[config.mk]
export PLATFORM = sky130hd
export DESIGN_NAME = pipe_stall_ctrl
export DESIGN_NICKNAME = d
export VERILOG_FILES = /design/src/rtl/pipe_stall_ctrl.sv
export SDC_FILE = /design/constraint.sdc
export NUM_CORES = 1
export LEC_CHECK = 0
export ABC_AREA = 1
export CORE_UTILIZATION = 42
export CTS_CLUSTER_DIAMETER = 200
export DETAILED_ROUTE_END_ITERATION = 10
export GPL_ROUTABILITY_DRIVEN = 1
export GPL_TIMING_DRIVEN = 0
export PLACE_DENSITY_LB_ADDON = 0.2
export SLEW_MARGIN = 20
export SYNTH_ARGS = -nofsm -noshare
export SYNTH_HDL_FRONTEND = slang
export SYNTH_SLANG_ARGS = --single-unit
[constraint.sdc]
create_clock -name clk -period 2.2 [get_ports clk]
set_input_delay 0.55 -clock clk [delete_from_list [all_inputs] [get_ports clk]]
set_output_delay 0.55 -clock clk [all_outputs]
set_load 0.02 [all_outputs]
[src/rtl/pipe_stall_ctrl.sv]
// Pipeline stall/flush sequencer: turns single-cycle hazard flags into per-stage
// enables, adding the branch-after-load and mult/div stall sequences plus a stall counter.
module pipe_stall_ctrl #(
    parameter int MD_LAT = 4,
    parameter int CNT_W  = 4
) (
    input  logic        clk,
    input  logic        reset,
    input  logic        mem_wait,
    input  logic        md_req,
    input  logic        br_dep_load,
    input  logic        load_use,
    input  logic        br_dep_alu,
    input  logic        br_taken,
    input  logic        jump,
    output logic        pc_write,
    output logic        if_id_write,
    output logic        if_id_flush,
    output logic        id_ex_bubble,
    output logic        pipe_freeze,
    output logic [1:0]  state_o,
    output logic [15:0] stall_cycles
);

    typedef enum logic [1:0] {
        RUN     = 2'd0,
        BR_WAIT = 2'd1,
        MD_WAIT = 2'd2
    } state_t;

    state_t           state, state_next;
    logic [CNT_W-1:0] cnt, cnt_next;
    logic             stall;

    // State register
    always_ff @(posedge clk) begin
        if (reset) begin
            state        <= RUN;
            cnt          <= '0;
            stall_cycles <= '0;
        end else begin
            state <= state_next;
            cnt   <= cnt_next;
            if (stall && stall_cycles != 16'hFFFF)
                stall_cycles <= stall_cycles + 16'd1;
        end
    end

    // Next-state logic
    always_comb begin
        // NOTE: defaults first so every path assigns every variable; no latches.
        state_next = state;
        cnt_next   = cnt;
        if (!mem_wait) begin
            unique case (state)
                RUN: begin
                    if (md_req) begin
                        if (MD_LAT > 1) begin
                            state_next = MD_WAIT;
                            cnt_next   = CNT_W'(MD_LAT - 1);
                        end
                    end else if (br_dep_load) begin
                        state_next = BR_WAIT;
                    end
                end
                BR_WAIT: state_next = RUN;
                MD_WAIT: begin
                    if (cnt == CNT_W'(1)) begin
                        state_next = RUN;
                        cnt_next   = '0;
                    end else begin
                        cnt_next = cnt - CNT_W'(1);
                    end
                end
                default: state_next = RUN;
            endcase
        end
    end

    // Output logic; reset forces a flush plus bubble so nothing leaks out of a reset cycle
    always_comb begin
        pc_write     = 1'b1;
        if_id_write  = 1'b1;
        if_id_flush  = 1'b0;
        id_ex_bubble = 1'b0;
        pipe_freeze  = 1'b0;
        stall        = 1'b0;
        if (reset) begin
            pc_write     = 1'b0;
            if_id_write  = 1'b0;
            if_id_flush  = 1'b1;
            id_ex_bubble = 1'b1;
        end else if (mem_wait) begin
            pc_write    = 1'b0;
            if_id_write = 1'b0;
            pipe_freeze = 1'b1;
        end else begin
            if (state != RUN || md_req || br_dep_load || load_use || br_dep_alu)
                stall = 1'b1;
            if (stall) begin
                pc_write     = 1'b0;
                if_id_write  = 1'b0;
                id_ex_bubble = 1'b1;
            end else begin
                if_id_flush = br_taken | jump;
            end
        end
    end

    assign state_o = state;

endmodule

# == Yosys cells after proc, flatten, opt, wreduce, memory -nomap -nowiden ==
# Index checks and enable logic that the tools add are counted.
# totals
inputBits,9
word_cells,46
mem_bits_rw,0
latch_bits,0
reg_bits,22
output_inout_bits,23
mem_count,0
mem_bits_ro,0
# op_classes
n_bitwise,2
mul,0
n_lt_le_gt_ge,0
n_mux,23
shifts,0
n_div,0
n_reduce_logical,10
n_addsub,2
n_eq_ne,6
# op_table
cell,count
"16-bit by 1-bit adder with 16-bit output, second input constant",1
1-bit two-way mux,16
"16-bit != test, second input constant",1
4-bit two-way mux,2
4-bit case mux with 2 select lines,1
2-bit two-way mux,3
3-bit AND reduction,2
"4-bit by 1-bit equality test with 1-bit output, second input constant",1
1-bit logical OR,4
"2-bit != test, second input constant",2
2-bit case mux with 2 select lines,1
2-bit nonzero test,2
"4-bit by 1-bit subtractor with 4-bit output, second input constant",1
"3-bit != test, second input constant",1
"2-bit equality test, second input constant",1
2-bit zero test,1
1-bit logical AND,1
1-bit NOT,1
1-bit OR,1

# == Depth between registers and ports, before layout ==
# logic_depth
ltp_word,11
mapped_depth,10
ltp_nobuf,9

# == Worst setup path before layout ==
# Ideal clock, no wire load.
# synth_timing
path_type,input-to-output
from,input port md_req
to,output port pc_write
arrival_ps,1414
required_ps,1650
path_buffers,1
slack_ps,236
path_stages,4
cell_sequence,nor2_1 nand4_1 nor2_1 buf_4
# synth_between
elab_chain_len,10
# synth_rtl
item,line,source
start: declaration,10,"input logic md_req,"
1-bit logical OR (4 in series),98,if (state != RUN || md_req || br_dep_load || load_use || br_dep_alu)
1-bit two-way mux,98,
1-bit two-way mux,93,end else if (mem_wait) begin
1-bit two-way mux,88,if (reset) begin
1-bit two-way mux (3 in series),--,
end: declaration,16,"output logic pc_write,"
# Every way passes these cells. The select of a mux whose other input is x is not followed.

# == Worst setup path in the final report ==
# layout_timing
from,input port reset
to,output port pipe_freeze
# layout_between
elab_chain_len,1
# layout_rtl
item,line,source
start: declaration,8,"input logic reset,"
1-bit two-way mux,88,
end: declaration,20,"output logic pipe_freeze,"
# Every way passes these cells.

==> flow_metrics.tcl <==
set metrics [dict create \
    status "finished clean" \
    synth_edf_count 0 \
    cts_buffers 3 \
    p_leak_nw 0.660 \
    grt_pass1_vias 1146 \
    register_area_um2 440 \
    pre_cts_slack_ns -0.757 \
    slew_viol_final 0 \
    ys_seq_area_share_pct 32.7 \
    setup_violations 0 \
    finalCritPeriodShare_pct 92.8 \
    grt_max_degree 12 \
    numClockSinks 22 \
    min_from "stall_cycles[14]" \
    post_drt_wl_per_cell_um 10.4 \
    grt_pass1_wl_mm 5.16 \
    tightest_slew_ns 0.442 \
    ys_seq_elements 22 \
    placed_area_mm2 0.00171 \
    core_mm2 0.00305 \
    multiInputGateArea_um2 803 \
    syn_avg_cell_area_um2 6.42 \
    synth_nets 222 \
    dr.pass1.iters 6 \
    dp_hpwl_mm 2.26 \
    synthTopCellsByArea "dfxtp_1 33%, nand2_1 20%, nor2_1 8.9%" \
    critPathRequiredTime_ns 1.65 \
    fill_cells 321 \
    yosysWarnings 0 \
    finalNetCount 261 \
    grt_usage_pct 19.5 \
    worst-path-max-fanout 10 \
    finalHoldViolCount 0 \
    yosysMostFrequentCell "nand2_1" \
    power_density_mw_per_mm2 423 \
    die_h_um 58.6 \
    grt_use_met1_pct 29.6 \
    ys_types 26 \
    r2r_cells 9 \
    netlist_instances 210 \
    drcViolationCount 0 \
    wl_mm 3.01 \
    grt_util_met2_pct 27.8 \
    gp_congestion 0.874 \
    die-area_mm2 0.00344 \
    vias_per_cell 4.65 \
    antenna-diode-count 0 \
    cts_buffer_depth 2 \
    io_pins 32 \
    post-route-min-period_ns 2.04 \
    slew_headroom_pct 70.3 \
    grtUsageMet3_pct 3.96 \
    fin_area_mm2 0.00177 \
    synth_area_mm2 0.00135 \
    crit_arrival_ns 1.49 \
    die_w_um 58.6 \
    setup_slack_ns 0.158 \
    synth_area_leader_cell "dfxtp_1" \
    r2r_start "stall_cycles[0]" \
    clk_pin_slew_ns 0.12 \
    drtAntennaViolNets 0 \
    timing.hold.ws_ns 0.521 \
    top_usage_layer "met1" \
    overflow 0 \
    regToRegSetupSlack_ns 0.52 \
    drive_gt1_share_pct 11.7 \
    finClkSkew_ns 0.00217 \
    num_vias 1354 \
    port_buffers 31 \
    rows 20 \
    cts_tree "yes" \
    end_kind "output pin" \
    cts.htree.levels 1 \
    peakVddDrop_mv 0.224 \
    clk_latency_ns 0.30 \
    antenna_found_initial 0 \
    synthTopCellsByCount "72 x nand2_1, 32 x nor2_1, 22 x dfxtp_1, 18 x inv_1, 14 x a21oi_1" \
    critical_path_class "in -> out" \
    cts_root_buffer "clkbuf_4" \
    maxCapViolations 0 \
    first_iter_violations 41 \
    rsz0062_at_grt "false" \
    rr_endpoint "stall_cycles[2]" \
    area_growth_pct 31.1 \
    synth_flop_cell "dfxtp_1" \
    hp-class "reg -> reg" \
    fmax_ghz 0.490 \
    initial_core_util_pct 44.1 \
    holdPathEnd "stall_cycles[14]" \
    async_flop_share_pct 0 \
    synth_top_area_share_pct 32.7 \
    cts_hold_buf 0 \
    start_kind "input pin" \
    min_path_cells 2 \
]
## how the worst max path moves through the flow
| stage | start | to | slack [ns] | cells past startpoint |
|---|---|---|---|---|
| 3_3_place_gp | reset | pc_write | -0.71 | 5 |
| 3_5_place_dp | reset | pc_write | -0.76 | 5 |
| 5_1_grt | mem_wait | pipe_freeze | 0.1 | 5 |
| 4_1_cts | br_dep_alu | pc_write | 0.03 | 6 |
| 2_1_floorplan | md_req | pc_write | 0.24 | 4 |
| 6_report | reset | pipe_freeze | 0.16 | 4 |
## flip-flops by register name (all words and copies together) (netlist names)
name,flops
stall_cycles,16
cnt,4
state_o,2
## power by group
group | leakage, nW | total (mW) | internal, mW | switching, mW
logic | 0.468 | 0.136 | 0.0607 | 0.0757
registers | 0.179 | 0.424 | 0.411 | 0.0128
clock network | 0.0138 | 0.186 | 0.0639 | 0.122
total | 0.660 | 0.747 | 0.536 | 0.211
## cell type report
| class | count | share of cell area (%) |
|---|---|---|
| Buffer | 5 | 3.12 |
| Inverter | 19 | 4.11 |
| Sequential cell | 22 | 24.9 |
| Multi-Input combinational cell | 164 | 45.5 |
| Clock buffer | 3 | 1.27 |
| Timing Repair Buffer | 34 | 18.0 |
| Tap cell | 44 | 3.12 |
## layout by cell type (no fill, tap or decap)
master / instances
a21oi_1: 14
nand2_4: 1
clkbuf_8: 1
nand3_1: 7
buf_6: 4
ha_1: 3
a31oi_1: 1
nand2_2: 2
o21ai_0: 7
dlygate4sd2_1: 5
o221ai_1: 1
dlymetal6s2s_1: 2
nand2_1: 72
nor2_4: 3
a221oi_1: 2
buf_2: 3
clkinv_2: 1
nor2_2: 5
buf_4: 4
nand3_2: 2
dfxtp_1: 22
xor2_1: 1
inv_1: 18
nor3_1: 3
o211ai_1: 1
clkdlybuf4s50_1: 20
o21ai_1: 1
nand4_1: 4
xnor2_1: 5
nor2_1: 29
clkbuf_4: 3
## cells by family after synthesis
| logic type | count (synthesis) | synth area share (%) |
|---|---|---|
| AND/OR/NAND/NOR | 128 | 40.9 |
| AO/OA/AOI/OAI | 27 | 11.1 |
| adder cells (fa/ha/maj) | 3 | 2.79 |
| XOR/XNOR | 6 | 3.90 |
| flip-flops | 22 | 32.7 |
| buffers and inverters | 24 | 8.63 |
## what timing repair did
| action | CTS | global route |
|---|---|---|
| endpoints found under the setup margin | 5 | 2 |
| resized for setup | 31 | 3 |
| setup buffers | 3 | 0 |
| pin swaps | 6 | 1 |
## per-stage QoR
step / util, % / cells / TNS (ns) / total power, mW
after detailed placement: 56.1 / 285 / -2.98 / 0.567
after floorplan: - / 210 / 0 / 0.515
final: 57.9 / 291 / 0 / 0.747
after CTS: 57.9 / 291 / 0 / 0.756
after global routing: 57.9 / 291 / 0 / 0.790
after global placement: 56.1 / 285 / -2.80 / 0.565
## per-layer routing
metal | wire [µm] | vias up
met3 | 139 | 2
met5 | 0 | -
met1 | 1590 | 576
met4 | 17 | 0
li1 | - | 749
met2 | 1270 | 27
## worst max-delay path, stage by stage
cell,delay (ns)
dlygate4sd2_1,0.30
clkbuf_8,0.20
nor2_1,0.10
dlygate4sd2_1,0.34
No activity file was read; power rests on OpenSTA's default activity.
